--- config.mk ---
export PLATFORM = sky130hd
export DESIGN_NAME = sram_8t_array_ctrl
export DESIGN_NICKNAME = d
export VERILOG_FILES = /design/src/rtl/sram_8t_array_ctrl.sv
export SDC_FILE = /design/constraint.sdc
export NUM_CORES = 1
export LEC_CHECK = 0
export ABC_AREA = 1
export BUFFER_PORTS_ARGS = -buffer_cell sky130_fd_sc_hd__buf_2
export CORE_ASPECT_RATIO = 1.5
export CORE_MARGIN = 2
export CORE_UTILIZATION = 51
export DETAILED_ROUTE_END_ITERATION = 12
export GPL_TIMING_DRIVEN = 0
export PLACE_DENSITY = 0.82
export SLEW_MARGIN = 0
export SYNTH_ARGS = -nofsm -noshare
export SYNTH_HDL_FRONTEND = slang
export SYNTH_SLANG_ARGS = --single-unit
--- constraint.sdc ---
create_clock -name clk -period 1.8 [get_ports clk]
set_input_delay 0 -clock clk [delete_from_list [all_inputs] [get_ports clk]]
set_output_delay 0 -clock clk [all_outputs]
set_load 0.02 [all_outputs]
--- src/rtl/sram_8t_array_ctrl.sv ---
// Sequencer for a word-organised 8T SRAM array: one request at a time, one-hot
// write/read wordline decode, bitline setup/pulse/hold and read-sense timing.
module sram_8t_array_ctrl #(
    parameter int ADDR_W     = 4,
    parameter int DATA_W     = 8,
    parameter int WPULSE_CYC = 2,
    parameter int RSENSE_CYC = 1
) (
    input  logic                     clk,
    input  logic                     rst,
    input  logic                     req_valid,
    output logic                     req_ready,
    input  logic                     req_we,
    input  logic [ADDR_W-1:0]        req_addr,
    input  logic [DATA_W-1:0]        req_wdata,
    output logic [(1<<ADDR_W)-1:0]   wwl,
    output logic [(1<<ADDR_W)-1:0]   rwl,
    output logic [DATA_W-1:0]        bl,
    input  logic [DATA_W-1:0]        array_q,
    output logic [DATA_W-1:0]        rdata,
    output logic                     rvalid,
    output logic                     wr_done
);

    localparam int ROWS    = 1 << ADDR_W;
    localparam int MAX_CYC = (WPULSE_CYC > RSENSE_CYC) ? WPULSE_CYC : RSENSE_CYC;
    localparam int CW      = $clog2(MAX_CYC) + 1;
    localparam logic [CW-1:0] WP_LAST = CW'(WPULSE_CYC - 1);
    localparam logic [CW-1:0] RS_LAST = CW'(RSENSE_CYC - 1);

    typedef enum logic [2:0] {
        IDLE,
        W_SETUP,
        W_PULSE,
        W_HOLD,
        R_SENSE,
        R_DONE
    } state_t;

    state_t              state_q;
    logic [CW-1:0]       cnt_q;
    logic [ADDR_W-1:0]   addr_q;
    logic [ROWS-1:0]     wwl_q;
    logic [ROWS-1:0]     rwl_q;
    logic [DATA_W-1:0]   bl_q;
    logic [DATA_W-1:0]   rdata_q;
    logic                rvalid_q;
    logic                wr_done_q;
    logic                ready_q;

    function automatic logic [ROWS-1:0] oneHot(input logic [ADDR_W-1:0] a);
        logic [ROWS-1:0] v;
        v    = '0;
        v[a] = 1'b1;
        return v;
    endfunction

    // Every output is a register loaded on the transition into the state that
    // owns it, so nothing on the array side sees a request input combinationally.
    always_ff @(posedge clk or posedge rst) begin
        if (rst) begin
            state_q   <= IDLE;
            cnt_q     <= '0;
            addr_q    <= '0;
            wwl_q     <= '0;
            rwl_q     <= '0;
            bl_q      <= '0;
            rdata_q   <= '0;
            rvalid_q  <= 1'b0;
            wr_done_q <= 1'b0;
            ready_q   <= 1'b1;
        end else begin
            case (state_q)
                IDLE, R_DONE: begin
                    rvalid_q <= 1'b0;
                    if (req_valid) begin
                        addr_q  <= req_addr;
                        ready_q <= 1'b0;
                        if (req_we) begin
                            bl_q    <= req_wdata;
                            state_q <= W_SETUP;
                        end else begin
                            rwl_q   <= oneHot(req_addr);
                            cnt_q   <= RS_LAST;
                            state_q <= R_SENSE;
                        end
                    end else begin
                        state_q <= IDLE;
                    end
                end
                W_SETUP: begin
                    wwl_q   <= oneHot(addr_q);
                    cnt_q   <= WP_LAST;
                    state_q <= W_PULSE;
                end
                W_PULSE: begin
                    if (cnt_q == '0) begin
                        wwl_q     <= '0;
                        wr_done_q <= 1'b1;
                        state_q   <= W_HOLD;
                    end else begin
                        cnt_q <= cnt_q - CW'(1);
                    end
                end
                W_HOLD: begin
                    wr_done_q <= 1'b0;
                    bl_q      <= '0;
                    ready_q   <= 1'b1;
                    state_q   <= IDLE;
                end
                R_SENSE: begin
                    // Sample the column outputs while the read wordline is still high.
                    if (cnt_q == '0) begin
                        rwl_q    <= '0;
                        rdata_q  <= array_q;
                        rvalid_q <= 1'b1;
                        ready_q  <= 1'b1;
                        state_q  <= R_DONE;
                    end else begin
                        cnt_q <= cnt_q - CW'(1);
                    end
                end
                default: begin
                    state_q <= IDLE;
                end
            endcase
        end
    end

    assign req_ready = ready_q & ~rst;
    assign wwl       = wwl_q;
    assign rwl       = rwl_q;
    assign bl        = bl_q;
    assign rdata     = rdata_q;
    assign rvalid    = rvalid_q;
    assign wr_done   = wr_done_q;

endmodule

==> impl_metrics.ini <==
[outcome]
status = finished clean

[timing]
fin_crit_sh_pct = 91.22
maxSlewViolCount = 0
tns_ns = 0
slew_headroom_pct = 64.88
setup_viol = 0
fmax_ghz = 0.6090
hold_violations = 0
fin_crit_ns = 1.642
worst_slew_pin_slew_ns = 0.5261
worst_slack_ns = 0.1580
rsz0062_at_grt = no
skew_ns = 0.008439

[grt]
overflow = 0
antenna_found_initial = 0
grtUsageTotal_pct = 22.59
grt_pass1_vias = 2276
grt_max_degree = 37
grt_pass1_wl_um = 10040

[die]
start_util_pct = 51.93
die_h_um = 91.79
io_pins = 75
die_x_um = 62.52
row_count = 32
core_area_um2 = 5045
die-area_um2 = 5738

[logic_synthesis]
synth_area_leaders = dfrtp_1 56%, nand2_1 15%, nand3_1 6.5%, o21ai_0 4.6%, mux2_2 3.4%
synth_common_cells = 106 x nand2_1, 59 x dfrtp_1, 34 x nand3_1, 24 x o21ai_0, 21 x nor2_1
async_flop_share_pct = 100.0
yosysTopAreaCell = dfrtp_1
syn_inst = 299
synth.distinct_cells = 20
synth_nets = 324
synthFlopType = dfrtp_1
synth-seq-area-share_pct = 57.35
synth_edf_count = 0
yosysMostFrequentCell = nand2_1
synth.avg_cell_area_um2 = 8.763
yosys_warnings = 0
ys_ff_latch = 60
synth_area_um2 = 2620
yosys.area.top_type_share_pct = 56.35

[final_layout]
utilization_pct = 70.24
n_antenna_cell = 0
nets = 432
area_growth_pct = 35.24
drive_above_1_share_pct = 27.43
instances_no_fill = 480

[routing]
wl_met1_um = 2486
drt_iter0_markers = 81
antenna_left = 0
vias = 2308
drt-pass1-iter-count = 4
top_layer_used = met4
avgRoutedWirePerCell_um = 12.45
via_per_inst = 4.808
dr_wl_met2_um = 3118
dr_wl_met3_um = 191
drc = 0
wirelength_um = 5975

[clocking]
cts_made_buffers = 9
clockBufferDepth = 2
clk_pin_slew_ns = 0.07
clkSinkCount = 60
post_cts_buffers = 0
cts_tree = done
h-tree-depth = 3
cts_root_buffer = clkbuf_8
clock_latency_ns = 0.34

[place]
place_ws_ns = 0.1370
dp_cells = 442
gp_congestion = 0.8741
dp_hpwl_um = 4125
portBuffers = 74

[power]
ir_worst_vdd_mv = 0.8711
clockPowerShare_pct = 21.5
pwr-share-seq_pct = 35.1
switching_share_pct = 42.34
internal-power_mw = 3.620
p_total_mw = 6.278
comb_power_share_pct = 43.4
leakagePower_nw = 1.959
powerDensity_nw_per_um2 = 1772
p_switching_mw = 2.658

[run]
max-cap-violations = 0

[critical_path]
r2r_setup_slack_ns = 0.16
path_max_fanout = 10
startpoint_type = flop
cp.arrival_ns = 1.86
critPathKind = reg -> reg
cp.required_ns = 2.02
end_kind = flop

[worst_hold_path]
worstHoldPathType = in -> reg
[through the flow]
stage	cell area, µm²	hold slack (ns)
after global placement	3075	0.2329
after floorplan	2620	0.07979
final	3543	0.06081
after global routing	3543	0.08292
after detailed placement	3095	0.08364
after CTS	3541	0.04888
[final timing paths]
check	start	endpoint	cells after the start
worst max-delay path	state_q[0]$_DFFE_PP0P_	rwl[9]$_DFFE_PP0P_	9
worst min-delay path	req_valid	state_q[2]$_DFFE_PP0P_	3
worst max register to register	state_q[0]$_DFFE_PP0P_	rwl[9]$_DFFE_PP0P_	9
worst min register to register	bl[7]$_DFFE_PP0P_	bl[7]$_DFFE_PP0P_	2
max in group asynchronous	rst	addr_q[1]$_DFFE_PP0P_	4
min in group asynchronous	rst	rvalid$_DFFE_PP0P_	3
[kinds of logic after synthesis]
logic type,synth area share [%]
AO/OA/AOI/OAI,5.683
adder cells (fa/ha/maj),0.4775
multiplexers,3.439
buffers and inverters,4.154
flip-flops,57.35
AND/OR/NAND/NOR,28.89
[worst max-delay path: stages (launching register included)]
cell     delay, ns
dfrtp_1       0.44
nor2_2        0.19
nand2_1       0.10
nand2_2       0.14
nand2_1       0.10
nand2_2       0.14
nand2_2       0.13
buf_6         0.17
nand2_1       0.05
nand2_1       0.05
[layout make-up]
type	instances	area [µm²]
flip-flops and latches	60	1503
fillers	406	1501
multi-input cells	213	1011
repair buffers	97	610.6
clock buffers	11	141.4
well taps	68	85.08
clock inverters	5	83.83
inverters	21	78.83
plain buffers	5	30.03
[power by group through the flow]
stage	clock (mW)	sequential (mW)	combinational, mW
finish	1.35	2.20	2.72
global route	1.44	2.27	3.02
CTS	1.37	2.20	2.74
detailed placement	0	2.22	2.69
global placement	0	2.20	2.61
floorplan	0	2.73	1.35
[layer usage]
metal | track usage, % | vias up
li1 | - | 1186
met1 | 24.98 | 1057
met2 | 39.96 | 54
met3 | 4.294 | 11
met4 | 13.33 | 0
met5 | 0 | -
[state kept, by name (all words and copies together) (netlist names), 2 cells and up]
signal and flops:
rwl 16, cnt_q 2, addr_q 4, wwl 16
rdata 8, state_q 3, bl 8
[what timing repair did]
item | in CTS | in global routing
hold buffers | 22 | 0
resized for setup | 0 | 1
endpoints found under the hold margin | 44 | 0
endpoints found under the setup margin | 0 | 5
[cells in the final DEF (no fill, tap or decap)]
cell	netlist	final
mux2_2	8	8
dfstp_2	1	1
o21ai_0	24	24
nor2_2	1	1
nand3b_1	8	8
nand3_1	34	34
inv_2	1	2
dfrtp_1	59	59
inv_1	20	19
inv_6	0	1
dlygate4sd3_1	0	22
bufinv_16	0	2
a21oi_4	1	1
clkbuf_8	0	10
nor2_1	21	21
buf_12	0	1
nand2_1	106	106
a21oi_1	1	1
buf_6	1	1
nand2_2	5	5
a21boi_0	1	1
nand4_1	2	2
clkbuf_1	1	2
buf_2	3	77
clkinvlp_4	0	2
ha_2	0	1
(Power assumes the default switching activity.)
